$ cat config.mk
export PLATFORM = sky130hd
export DESIGN_NAME = mmult_result_fmt
export DESIGN_NICKNAME = d
export VERILOG_FILES = /design/src/rtl/mmult_pkg.sv /design/src/rtl/nibble2ascii.sv /design/src/rtl/mmult_result_fmt.sv
export SDC_FILE = /design/constraint.sdc
export NUM_CORES = 1
export LEC_CHECK = 0
export ABC_CLOCK_PERIOD_IN_PS = 14700
export CAP_MARGIN = 20
export CORE_UTILIZATION = 29
export CTS_BUF_LIST = sky130_fd_sc_hd__clkbuf_4 sky130_fd_sc_hd__clkbuf_8
export CTS_CLUSTER_SIZE = 28
export DETAILED_ROUTE_END_ITERATION = 12
export PLACE_DENSITY = 0.57
export SLEW_MARGIN = 20
export SYNTH_ARGS = -nofsm -noshare
export SYNTH_HDL_FRONTEND = slang
export SYNTH_SLANG_ARGS = --single-unit
$ cat constraint.sdc
create_clock -name clk -period 14.7 [get_ports clk]
set_clock_uncertainty 0.1 [all_clocks]
set_input_delay 3.675 -clock clk [delete_from_list [all_inputs] [get_ports clk]]
set_output_delay 3.675 -clock clk [all_outputs]
set_load 0.02 [all_outputs]
$ cat src/rtl/mmult_pkg.sv
// Shared constants and types for the matrix-multiplier result formatter.
// Entry geometry, ASCII control bytes and the formatter state encoding.
package mmult_pkg;

   localparam int ENTRY_W = 17;
   localparam int MAT_N   = 3;
   localparam int NENT    = MAT_N * MAT_N;
   localparam int MAT_W   = NENT * ENTRY_W;
   localparam int NDIG    = (ENTRY_W + 3) / 4;

   localparam logic [7:0] ASCII_SP = 8'h20;
   localparam logic [7:0] ASCII_CR = 8'h0D;
   localparam logic [7:0] ASCII_LF = 8'h0A;

   typedef enum logic [2:0] {
      ST_IDLE,
      ST_DIGIT,
      ST_SEP,
      ST_CR,
      ST_LF
   } fmt_state_t;

   // True for the last entry of a text row.
   function automatic logic row_end(input logic [3:0] e);
      return (int'(e) % MAT_N) == (MAT_N - 1);
   endfunction

endpackage

$ cat src/rtl/nibble2ascii.sv
// Combinational 4-bit to uppercase ASCII hex digit encoder.
// Zero latency, no state, no flow control.
module nibble2ascii (
   input  logic [3:0] nib_i,
   output logic [7:0] asc_o
);

   always_comb begin
      if (nib_i < 4'd10) asc_o = {4'h3, nib_i};
      else               asc_o = 8'h37 + {4'h0, nib_i};
   end

endmodule

$ cat src/rtl/mmult_result_fmt.sv
// Captures one 3x3 result matrix and streams it as 57 bytes of hex text; first byte one cycle after capture.
// tx_valid/tx_data come from registers only and hold while tx_ready is low; new results are dropped while busy.
module mmult_result_fmt
   import mmult_pkg::*;
(
   input  logic             clk,
   input  logic             reset,
   input  logic             c_valid,
   input  logic [MAT_W-1:0] c_mat,
   output logic [7:0]       tx_data,
   output logic             tx_valid,
   input  logic             tx_ready,
   output logic             busy,
   output logic             done
);

   fmt_state_t       state_q, state_d;
   logic [MAT_W-1:0] buf_q, buf_d;
   logic [3:0]       ent_q, ent_d;
   logic [2:0]       dig_q, dig_d;
   logic             done_q, done_d;

   logic [ENTRY_W-1:0]  ent_val;
   logic [4*NDIG-1:0]   ent_pad;
   logic [3:0]          nib;
   logic [7:0]          nib_asc;
   logic                accept;

   always_ff @(posedge clk or posedge reset) begin
      if (reset) begin
         state_q <= ST_IDLE;
         buf_q   <= '0;
         ent_q   <= '0;
         dig_q   <= '0;
         done_q  <= 1'b0;
      end else begin
         state_q <= state_d;
         buf_q   <= buf_d;
         ent_q   <= ent_d;
         dig_q   <= dig_d;
         done_q  <= done_d;
      end
   end

   // Entry 0 sits in the most significant slice of the buffer.
   always_comb begin
      ent_val = '0;
      for (int k = 0; k < NENT; k++) begin
         if (int'(ent_q) == k) ent_val = buf_q[MAT_W-1-ENTRY_W*k -: ENTRY_W];
      end
      ent_pad = {{(4*NDIG-ENTRY_W){1'b0}}, ent_val};
      nib = '0;
      for (int j = 0; j < NDIG; j++) begin
         if (int'(dig_q) == j) nib = ent_pad[4*(NDIG-1-j) +: 4];
      end
   end

   nibble2ascii u_nib (
      .nib_i (nib),
      .asc_o (nib_asc)
   );

   assign tx_valid = (state_q != ST_IDLE);
   assign busy     = tx_valid;
   assign done     = done_q;
   assign accept   = tx_valid & tx_ready;

   always_comb begin
      tx_data = 8'h00;
      case (state_q)
         ST_DIGIT: tx_data = nib_asc;
         ST_SEP:   tx_data = ASCII_SP;
         ST_CR:    tx_data = ASCII_CR;
         ST_LF:    tx_data = ASCII_LF;
         default:  tx_data = 8'h00;
      endcase
   end

   always_comb begin
      state_d = state_q;
      buf_d   = buf_q;
      ent_d   = ent_q;
      dig_d   = dig_q;
      done_d  = 1'b0;
      case (state_q)
         ST_IDLE: begin
            if (c_valid) begin
               buf_d   = c_mat;
               ent_d   = '0;
               dig_d   = '0;
               state_d = ST_DIGIT;
            end
         end
         ST_DIGIT: begin
            if (accept) begin
               if (dig_q != 3'(NDIG-1)) dig_d = dig_q + 3'd1;
               else if (row_end(ent_q)) state_d = ST_CR;
               else                     state_d = ST_SEP;
            end
         end
         ST_SEP: begin
            if (accept) begin
               ent_d   = ent_q + 4'd1;
               dig_d   = '0;
               state_d = ST_DIGIT;
            end
         end
         ST_CR: begin
            if (accept) state_d = ST_LF;
         end
         ST_LF: begin
            if (accept) begin
               if (ent_q != 4'(NENT-1)) begin
                  ent_d   = ent_q + 4'd1;
                  dig_d   = '0;
                  state_d = ST_DIGIT;
               end else begin
                  state_d = ST_IDLE;
                  done_d  = 1'b1;
               end
            end
         end
         default: state_d = ST_IDLE;
      endcase
   end

endmodule

==> metrics, run 1 <==
fin. max-slew vios 0; CTS tree done; CP endpoint kind output pin; DPL Wire Length 18890 um; Comb pwr share 0.433; Die Y 172.0 um; antenna violations before repair 0; sequential area share after synthesis 0.4895; die area 29600 sq um; unrepaired setup endpoints after global routing no; share of cells above drive strength 1 0.2258; outcome completed; cell repeated most along the worst path ha_1; most numerous cell in the Yosys netlist dfrtp_1; Max Cap Viol 0; Post-synth EDFFs 0; number of global-route vias before repair 6566; WP data required 10.93 ns; Final TNS setup 0 ns; Synth Register Bits 164; synth-to-layout area growth 27.14%; post-CTS resize count 0; fin util 0.3795; all-layer global routing usage 0.1773; Int Pwr 1.302 mW; leading area contributor after synthesis dfrtp_1; cell row count 61; antenna viol nets, final 0; Psw 776.6 uW; GP Congestion 0.8735; syn_area_per_cell 11.53 sq um; nets@finish 1036; Avg Vias per Cell 5.102; Setup CP Type reg2out; post-synth net total 898; largest net degree at the start of global routing 93; CP cell instances inv_1, ha_1, nand3b_1, o221ai_1, o211ai_1, o31ai_4, ha_1, o21ai_1, a311oi_1, clkdlybuf4s50_1; Reg clk slew, reported paths 0.10 ns; final wirelength 25470 um; GR Overflow Total 0; Clock Latency Late Sink 0.46 ns; # IOs 168; CTS max path bufs 2; slew at the pin with the worst max-slew slack 1.078 ns; first-pass GRT wire length 38580 um; DRC violation count after routing 0; Initial Util 0.2985; Core ar. 28090 sq um; Yosys top cell area share 0.4895; Sink Count 164; CP arrival 5.09 ns; max incr delay on CP 0.79 ns; crit path max fanout 21; Die X 172.0 um; Iteration-0 DRC Markers 464; normalized max-slew margin 0.2812; Flop pwr share 0.411; routed len/inst 20.29 um; clock network power share 0.157; CTS Buf Count 17; ant diodes 0; DRT Pass-1 Iters 6; cts hold-fix bufs 0; CTS H-tree lvls 4; Setup violations, final 0; crit path time final 8.865 ns; HP Class reg2reg; Pwr Density 195.0 nW/um^2; leakage 4.239 nW; asr flop ratio synth 1.000; most common flop cell mapped by yosys dfrtp_1; count of input and output buffers 166; peak supply drop 0.06618 mV; Syn Std Cell Area 8384 sq um; Fin. Hold Viols 0; slowest CP cell nand3b_1; routed vias 6403; setup bufs post-CTS 0; Ys Warns 0; Setup crit start kind register; final period utilization 0.6031; clock root cell clkbuf_8; Post-synth top cells dfrtp_1, mux2_2, a21oi_1, nand2_1, o21ai_0; Synth area leaders dfrtp_1, mux2_2, a21oi_1; f_max 112.8 MHz; Post-Syn Instances 727; synth unique cells 68; switching part of the total 0.3737
==> final cells by class <==
class | instances | area (sq um)
multi-input combinational | 482 | 3881
timing repair buffer | 173 | 1714
inverter | 27 | 108.9
sequential | 164 | 4104
fill | 2823 | 17430
clock inverter | 8 | 75.07
tap | 378 | 473.0
clock buffer | 23 | 304.0
==> metal layers <==
layer | global-route usage | wire length, um | up-vias
met1 | 0.2356 | 11360 | 3200
met4 | 0.05233 | 432 | 0
met5 | 0 | 0 | -
li1 | - | - | 2960
met3 | 0.03777 | 1504 | 28
met2 | 0.2886 | 12170 | 215
==> worst max-delay path: cells and delay by family, from the launching register on <==
kind                     cells  cell delay [ns]
adder cells (fa/ha/maj)      2             0.93
flip-flops                   1             0.47
buffers and inverters        2             0.87
AO/OA/AOI/OAI                5             1.56
AND/OR/NAND/NOR              1             0.79
==> path summary, 6_finish.rpt <==
| path | start | endpoint | slack, ns | cells past startpoint |
|---|---|---|---|---|
| worst max-delay path | ent_q[0] | tx_data[2] | 5.84 | 10 |
| worst min-delay path | buf_q[6] | buf_q[6] | 0.41 | 1 |
| worst max register to register | ent_q[3] | state_q[0] | 10.86 | 13 |
| worst min register to register | buf_q[6] | buf_q[6] | 0.41 | 1 |
| max in group asynchronous | reset | buf_q[53] | 9.41 | 3 |
| min in group asynchronous | reset | buf_q[135] | 3.65 | 2 |
==> placed cells by master (no fill, tap or decap), types with 4 or more instances in the layout <==
master / Yosys / layout
nand3_1: 8 / 8
nor2b_1: 10 / 10
nor2_1: 25 / 25
and2_1: 4 / 4
o22ai_1: 16 / 16
clkbuf_8: 0 / 21
a31oi_1: 6 / 6
o22a_1: 4 / 4
buf_4: 8 / 7
o32a_1: 4 / 4
o21ai_1: 6 / 6
dfrtp_1: 164 / 164
nand3b_1: 5 / 5
a22o_1: 4 / 4
inv_1: 24 / 23
a21oi_1: 38 / 38
clkinv_2: 0 / 4
nand2b_1: 10 / 10
clkdlybuf4s50_1: 0 / 166
a221o_1: 4 / 4
mux2_2: 145 / 145
o221ai_1: 8 / 8
o21a_1: 5 / 5
a221oi_1: 18 / 18
ha_1: 14 / 14
nor3_1: 14 / 14
nand2_1: 35 / 35
o21ai_0: 32 / 32
==> cell families (layout without fill, tap and decap cells) <==
family / count (synthesis) / after routing / synth area share
AOI/OAI and AO/OA: 185 / 185 / 0.1598
DFF: 164 / 164 / 0.4895
muxes: 146 / 146 / 0.1959
and+or+nand+nor: 132 / 132 / 0.08029
buffers and inverters: 81 / 231 / 0.04895
adders and majority gates: 14 / 14 / 0.02089
xor gates and xnor gates: 4 / 4 / 0.004179
other: 1 / 1 / 0.0004473
==> flip-flops by register name, indices dropped and copies added, names as in the netlist <==
register  cells
buf_q       153
ent_q         4
dig_q         3
done          1
state_q       3
==> stage by stage <==
stage | hold slack (ns) | worst slack (ns) | std cells | area, sq um | total power, mW
global placement | 0.3842 | 6.553 | 1224 | 10270 | 1.748
CTS | 0.4116 | 5.863 | 1255 | 10650 | 2.090
floorplan | 0.3716 | 6.492 | 727 | 8384 | 1.448
finish | 0.4102 | 5.835 | 1255 | 10660 | 2.078
global route | 0.4240 | 5.531 | 1255 | 10660 | 2.206
detailed placement | 0.3917 | 6.376 | 1224 | 10270 | 1.759
==> power by group through the flow <==
stage / combinational (mW) / sequential [mW] / clock (mW)
floorplan: 0.682 / 0.766 / 0
global placement: 0.884 / 0.863 / 0
detailed placement: 0.896 / 0.863 / 0
CTS: 0.902 / 0.853 / 0.335
global route: 0.975 / 0.879 / 0.351
finish: 0.899 / 0.853 / 0.326
Note: power is estimated with default switching activity, not from simulation.
==> run 2, diff against run 1 <==
ABC_CLOCK_PERIOD_IN_PS = 7500   (was 14700)
PLACE_DENSITY = 0.59   (was 0.57)
clock period = 7.5 ns   (was 14.7 ns; I/O delays follow)
==> metrics, run 2 (synthesis gave the netlist of run 1 again) <==
outcome completed (unchanged); post-CTS resize count 0 (unchanged); first-pass GRT wire length 38330 um (was 38580 um); Hold Path Origin buf_q[49] (was buf_q[6]); Die Y 172.0 um (unchanged); setup bufs post-CTS 0 (unchanged); clock root cell clkbuf_8 (unchanged); nets@finish 1040 (was 1036); CP Buf/Inv Count 3 (was 2); slowest CP cell ha_1 (was nand3b_1); number of global-route vias before repair 6543 (was 6566); GP Congestion 0.8809 (was 0.8735); CP arrival 4.83 ns (was 5.09 ns); largest net degree at the start of global routing 107 (was 93); CTS tree done (unchanged); WP data required 5.53 ns (was 10.93 ns); RR Startpoint ent_q[0] (was ent_q[3]); Initial Util 0.2985 (unchanged); CP cell instances inv_1, ha_1, buf_4, and3b_1, nand2_1, nand3_1, nor3_1, o311ai_1, nand4_1, ha_1, o21ai_1, nor3_1, a311oi_1, clkdlybuf4s50_1 (was inv_1, ha_1, nand3b_1, o221ai_1, o211ai_1, o31ai_4, ha_1, o21ai_1, a311oi_1, clkdlybuf4s50_1); cts hold-fix bufs 0 (unchanged); filler cell count 2784 (was 2823); cell row count 61 (unchanged); clock network power share 0.171 (was 0.157); peak supply drop 0.1358 mV (was 0.06618 mV); GR Overflow Total 0 (unchanged); Final Non-Filler Cells 1260 (was 1255); all-layer global routing usage 0.1774 (was 0.1773); DRC violation count after routing 0 (unchanged); Crit path max-delay family buffers and inverters (was compound AO/OA/AOI/OAI gates); slew at the pin with the worst max-slew slack 0.9730 ns (was 1.078 ns); crit path time final 6.802 ns; Int Pwr 2.608 mW (was 1.302 mW); ant diodes 0 (unchanged); most frequent cells in the layout clkdlybuf4s50_1, dfrtp_1, mux2_2, a21oi_1, nand2_1 (unchanged); Setup WS post-layout 0.6980 ns (was 5.835 ns); commonest non-fill, non-tap cell in the layout clkdlybuf4s50_1 (unchanged); die area 29600 sq um (unchanged); Fin. Hold Viols 0 (unchanged); Comb pwr share 0.422 (was 0.433); final hold slack 0.4136 ns (was 0.4102 ns); f_max 147.0 MHz; DPL Wire Length 19130 um (was 18890 um); routed len/inst 20.27 um (was 20.29 um); unrepaired setup endpoints after global routing no (unchanged); Max Cap Viol 0 (unchanged); crit path max fanout 23 (was 21); final period utilization 0.9069; Avg Vias per Cell 5.083 (was 5.102); leakage 4.271 nW (was 4.239 nW); Final TNS setup 0 ns (unchanged); # IOs 168 (unchanged); CTS H-tree lvls 4 (unchanged); switching part of the total 0.3719 (was 0.3737); Setup violations, final 0 (unchanged); Sink Count 164 (unchanged); register bank with the most flops buf_q (unchanged); # placed instances 1228 (was 1224); flip-flop count of the largest register after layout 153 (unchanged); Iteration-0 DRC Markers 540 (was 464); share of cells above drive strength 1 0.2302 (was 0.2258); Core ar. 28090 sq um (unchanged); synth-to-layout area growth 27.98% (was 27.14%); count of input and output buffers 166 (unchanged); Die X 172.0 um (unchanged); fin. max-slew vios 0 (unchanged); Reg clk slew, reported paths 0.09 ns (was 0.10 ns); Top Registers buf_q: 153 flops, ent_q: 4 flops (unchanged); CTS max path bufs 2 (unchanged); normalized max-slew margin 0.3514 (was 0.2812); Pwr Density 386.9 nW/um^2 (was 195.0 nW/um^2); Psw 1.544 mW (was 776.6 uW); Flop pwr share 0.408 (was 0.411); CTS Buf Count 17 (unchanged); antenna violations before repair 0 (unchanged); HP Class reg2reg (unchanged); Clock Latency Late Sink 0.48 ns (was 0.46 ns); final wirelength 25540 um (was 25470 um); CP startpoint ent_q[0] (unchanged); max incr delay on CP 0.69 ns (was 0.79 ns); antenna viol nets, final 0 (unchanged); Setup crit start kind register (unchanged); DRT Pass-1 Iters 5 (was 6); CP endpoint kind output pin (unchanged); routed vias 6404 (was 6403); Setup CP Type reg2out (unchanged); dpl ws 1.251 ns (was 6.376 ns)
run 2: changes by cell type in the layout (fill, tap and decap cells not counted):
| cell | delta |
|---|---|
| clkinv_2 | -3 |
| buf_4 | +4 |
| clkbuf_4 | +2 |
| nor3b_4 | -1 |
| inv_6 | +1 |
| inv_8 | +1 |
| nor3b_2 | +1 |
| clkbuf_8 | -3 |
| clkinvlp_4 | +1 |
| bufinv_16 | +2 |
run 2: area by class of cell:
cell class,count,area [sq um],share of cell area
inverter,27,108.9,0.01014
sequential,164,4104,0.3825
multi-input combinational,482,3875,0.3611
timing repair buffer,177,1744,0.1625
clock inverter,10,147.6,0.01376
clock buffer,22,277.8,0.02589
tap,378,473.0,0.04408
run 2: power by group through the flow:
stage	sequential, mW	clock (mW)	combinational (mW)
CTS	1.69	0.726	1.75
global route	1.74	0.756	1.91
detailed placement	1.71	0	1.75
finish	1.69	0.709	1.75
floorplan	1.50	0	1.34
global placement	1.71	0	1.71
run 2: final timing paths:
path,slack (ns),endpoint,depth (start not counted)
max,0.70,tx_data[2],14
max reg2reg,3.94,state_q[0],12
min,0.41,buf_q[49],1
max in group asynchronous,4.07,dig_q[0],3
min in group asynchronous,1.88,buf_q[123],2
min reg2reg,0.41,buf_q[49],1
run 2: routing by layer:
layer,vias up,track usage,share of wire
li1,2975,-,-
met1,3204,0.2383,0.45
met2,191,0.2880,0.48
met3,34,0.03227,0.045
met4,0,0.05656,0.022
met5,-,0,0
run 2: stage by stage:
| step | utilization | power [mW] | cell area [sq um] |
|---|---|---|---|
| floorplan | - | 2.838 | 8384 |
| global placement | 0.3669 | 3.428 | 10300 |
| detailed placement | 0.3669 | 3.457 | 10300 |
| CTS | 0.3820 | 4.173 | 10730 |
| global route | 0.3820 | 4.400 | 10730 |
| finish | 0.3820 | 4.152 | 10730 |
==> run 3, diff against run 2 <==
SLEW_MARGIN = not set   (was 20)
SYNTH_HIERARCHICAL = 1   (was not set)
==> metrics, run 3 <==
outcome completed (unchanged); final period utilization 0.9465 (was 0.9069); peak supply drop 0.1223 mV (was 0.1358 mV); # placed instances 1309 (was 1228); cts hold-fix bufs 0 (unchanged); die area 30150 sq um (was 29600 sq um); Initial Util 0.2960 (was 0.2985); antenna viol nets, final 0 (unchanged); Final Non-Filler Cells 1341 (was 1260); Psw 1.383 mW (was 1.544 mW); unrepaired setup endpoints after global routing no (unchanged); normalized max-slew margin 0.3185 (was 0.3514); clock network power share 0.164 (was 0.171); DPL Wire Length 19600 um (was 19130 um); antenna violations before repair 1 (was 0); Flop pwr share 0.432 (was 0.408); Hold Path Origin buf_q[102] (was buf_q[49]); Comb pwr share 0.404 (was 0.422); slowest CP cell ha_1 (unchanged); max incr delay on CP 0.85 ns (was 0.69 ns); slew at the pin with the worst max-slew slack 1.022 ns (was 0.9730 ns); # IOs 168 (unchanged); Iteration-0 DRC Markers 577 (was 540); Die Y 173.6 um (was 172.0 um); Setup crit start kind register (unchanged); Fin. Hold Viols 0 (unchanged); Final TNS setup 0 ns (unchanged); CP cell instances inv_1, ha_1, a311oi_1, o311ai_0, nand3_1, and4_1, a211oi_1, buf_4, inv_1, ha_1, a21oi_1, nand3b_1, a21oi_1, clkdlybuf4s50_1 (was inv_1, ha_1, buf_4, and3b_1, nand2_1, nand3_1, nor3_1, o311ai_1, nand4_1, ha_1, o21ai_1, nor3_1, a311oi_1, clkdlybuf4s50_1); number of global-route vias before repair 7002 (was 6543); DRC violation count after routing 0 (unchanged); most common flop cell mapped by yosys dfrtp_1 (unchanged); Post-Syn Instances 797 (was 727); Final Cell Area 10950 sq um (was 10730 sq um); Max Cap Viol 0 (unchanged); Synth area leaders dfrtp_1, mux2_2, nand2_1 (was dfrtp_1, mux2_2, a21oi_1); CTS H-tree lvls 4 (unchanged); clock root cell clkbuf_8 (unchanged); largest net degree at the start of global routing 159 (was 107); DRT Pass-1 Iters 5 (unchanged); CP endpoint kind output pin (unchanged); GR Overflow Total 0 (unchanged); Avg Vias per Cell 5.070 (was 5.083); ant diodes 0 (unchanged); WP data required 5.53 ns (about the same); Reg clk slew, reported paths 0.10 ns (was 0.09 ns); synth unique cells 63 (was 68); synth-to-layout area growth 28.22% (was 27.98%); Area after DPL 10590 sq um (was 10300 sq um); f_max 140.9 MHz (was 147.0 MHz); Worst Hold Endpoint buf_q[102] (was buf_q[49]); leading area contributor after synthesis dfrtp_1 (unchanged); setup bufs post-CTS 0 (unchanged); post-synth net total 968 (was 898); post-CTS resize count 0 (unchanged); Clock Latency Late Sink 0.48 ns (about the same); most frequent cells in the layout clkdlybuf4s50_1, dfrtp_1, mux2_2, nand2_1, a21oi_1 (was clkdlybuf4s50_1, dfrtp_1, mux2_2, a21oi_1, nand2_1); CP arrival 5.12 ns (was 4.83 ns); Die X 173.6 um (was 172.0 um); syn_area_per_cell 10.72 sq um (was 11.53 sq um); Post-synth EDFFs 0 (unchanged); RR Startpoint ent_q[3] (was ent_q[0]); Post-synth top cells dfrtp_1, mux2_2, nand2_1, a21oi_1, o21ai_0 (was dfrtp_1, mux2_2, a21oi_1, nand2_1, o21ai_0); count of input and output buffers 166 (unchanged); asr flop ratio synth 1.000 (unchanged); fin. max-slew vios 0 (unchanged); share of cells above drive strength 1 0.2205 (was 0.2302); routed len/inst 19.51 um (was 20.27 um); Setup violations, final 0 (unchanged); most numerous cell in the Yosys netlist dfrtp_1 (unchanged); GP Congestion 0.9060 (was 0.8809); crit path max fanout 27 (was 23); commonest non-fill, non-tap cell in the layout clkdlybuf4s50_1 (unchanged); depth of the most critical reg-to-reg path 11 (was 12); Ys Warns 6 (was 0); Sink Count 164 (unchanged); Synth Register Bits 164 (unchanged); Core ar. 28860 sq um (was 28090 sq um); leakage 4.331 nW (was 4.271 nW); all-layer global routing usage 0.1781 (was 0.1774); sequential area share after synthesis 0.4804 (was 0.4895); CTS Buf Count 17 (unchanged); worst reg2reg endpoint state_q[0] (unchanged); switching part of the total 0.3647 (was 0.3719); Top Registers buf_q: 153 flops, ent_q: 4 flops (unchanged); Syn Std Cell Area 8543 sq um (was 8384 sq um); nets@finish 1115 (was 1040); cell row count 62 (was 61); Setup CP Type reg2out (unchanged); register bank with the most flops buf_q (unchanged); first-pass GRT wire length 40900 um (was 38330 um); HP Class reg2reg (unchanged); CTS max path bufs 2 (unchanged); Pwr Density 346.2 nW/um^2 (was 386.9 nW/um^2); Int Pwr 2.409 mW (was 2.608 mW); CTS tree done (unchanged); flip-flop count of the largest register after layout 153 (unchanged); Yosys top cell area share 0.4804 (was 0.4895); register-to-register path setup slack 3.59 ns (was 3.94 ns); crit path time final 7.099 ns (was 6.802 ns); final wirelength 26160 um (was 25540 um); Hold Crit Depth 1 (unchanged); routed vias 6799 (was 6404)
## run 3: cell count changes in the layout (fill, tap and decap cells not counted), moves of 5 or more
cell / previous run / this run
a31oi_1: 6 / 13
inv_1: 23 / 18
o221ai_1: 8 / 1
a221oi_1: 18 / 9
mux2_2: 145 / 153
o22ai_1: 16 / 6
nand2_1: 35 / 77
a21oi_1: 38 / 54
nand3b_1: 5 / 13
nor3_1: 14 / 6
a211oi_1: 1 / 7
nor2_1: 25 / 30
o21ai_0: 32 / 53
## run 3: cells by family after synthesis
group,after synthesis,share of synthesized area
muxes,158,0.2091
and+or+nand+nor,193,0.1120
buffers and inverters,76,0.03837
adders and majority gates,14,0.02050
other,1,0.0004389
xor gates and xnor gates,5,0.005126
AOI/OAI and AO/OA,186,0.1340
DFF,164,0.4804
## run 3: layout make-up
class / instances / area [sq um]
clock inverter: 11 / 92.59
clock buffer: 21 / 276.5
multi-input combinational: 557 / 4119
fill: 2889 / 17900
tap: 384 / 480.5
timing repair buffer: 182 / 1794
sequential: 164 / 4104
inverter: 22 / 87.58
## run 3: critical path, delay by kind of cell, from the launching register on
kind	cells	cell delay, ns
buffers and inverters	4	1.01
AOI/OAI and AO/OA	5	1.50
DFF	1	0.50
adders and majority gates	2	1.11
and+or+nand+nor	3	0.52
## run 3: power groups by stage
stage | Sequential [mW] | Combinational [mW] | Clock (mW)
2_1_floorplan | 1.49 | 1.09 | 0
3_3_place_gp | 1.65 | 1.50 | 0
3_5_place_dp | 1.65 | 1.53 | 0
4_1_cts | 1.64 | 1.53 | 0.640
5_1_grt | 1.69 | 1.67 | 0.681
6_report | 1.64 | 1.53 | 0.622
## run 3: worst max-delay path by stage
stage,startpoint,endpoint,slack (ns),depth (start not counted)
global placement,ent_q[0],tx_data[1],1.05,13
CTS,ent_q[0],tx_data[1],0.44,13
finish,ent_q[0],tx_data[1],0.40,14
global route,ent_q[0],tx_data[1],0.05,13
detailed placement,ent_q[0],tx_data[1],0.98,13
floorplan,reset,buf_q[0],1.09,1
## run 3: routing by layer
metal | global-route usage | vias to the layer above | wire (um)
li1 | - | 3167 | -
met1 | 0.2416 | 3360 | 11900
met2 | 0.2830 | 243 | 12200
met3 | 0.04079 | 27 | 1529
met4 | 0.05227 | 2 | 521
met5 | 0 | - | 13
## run 3: metrics by stage
| step | power [mW] | setup slack, ns | util | hold slack [ns] |
|---|---|---|---|---|
| 5_1_grt | 4.044 | 0.05252 | 0.3796 | 0.4261 |
| 3_3_place_gp | 3.157 | 1.049 | 0.3668 | 0.3814 |
| 2_1_floorplan | 2.584 | 1.092 | - | 0.3716 |
| 3_5_place_dp | 3.181 | 0.9764 | 0.3668 | 0.3860 |
| 6_report | 3.792 | 0.4010 | 0.3796 | 0.4029 |
| 4_1_cts | 3.811 | 0.4405 | 0.3796 | 0.4049 |
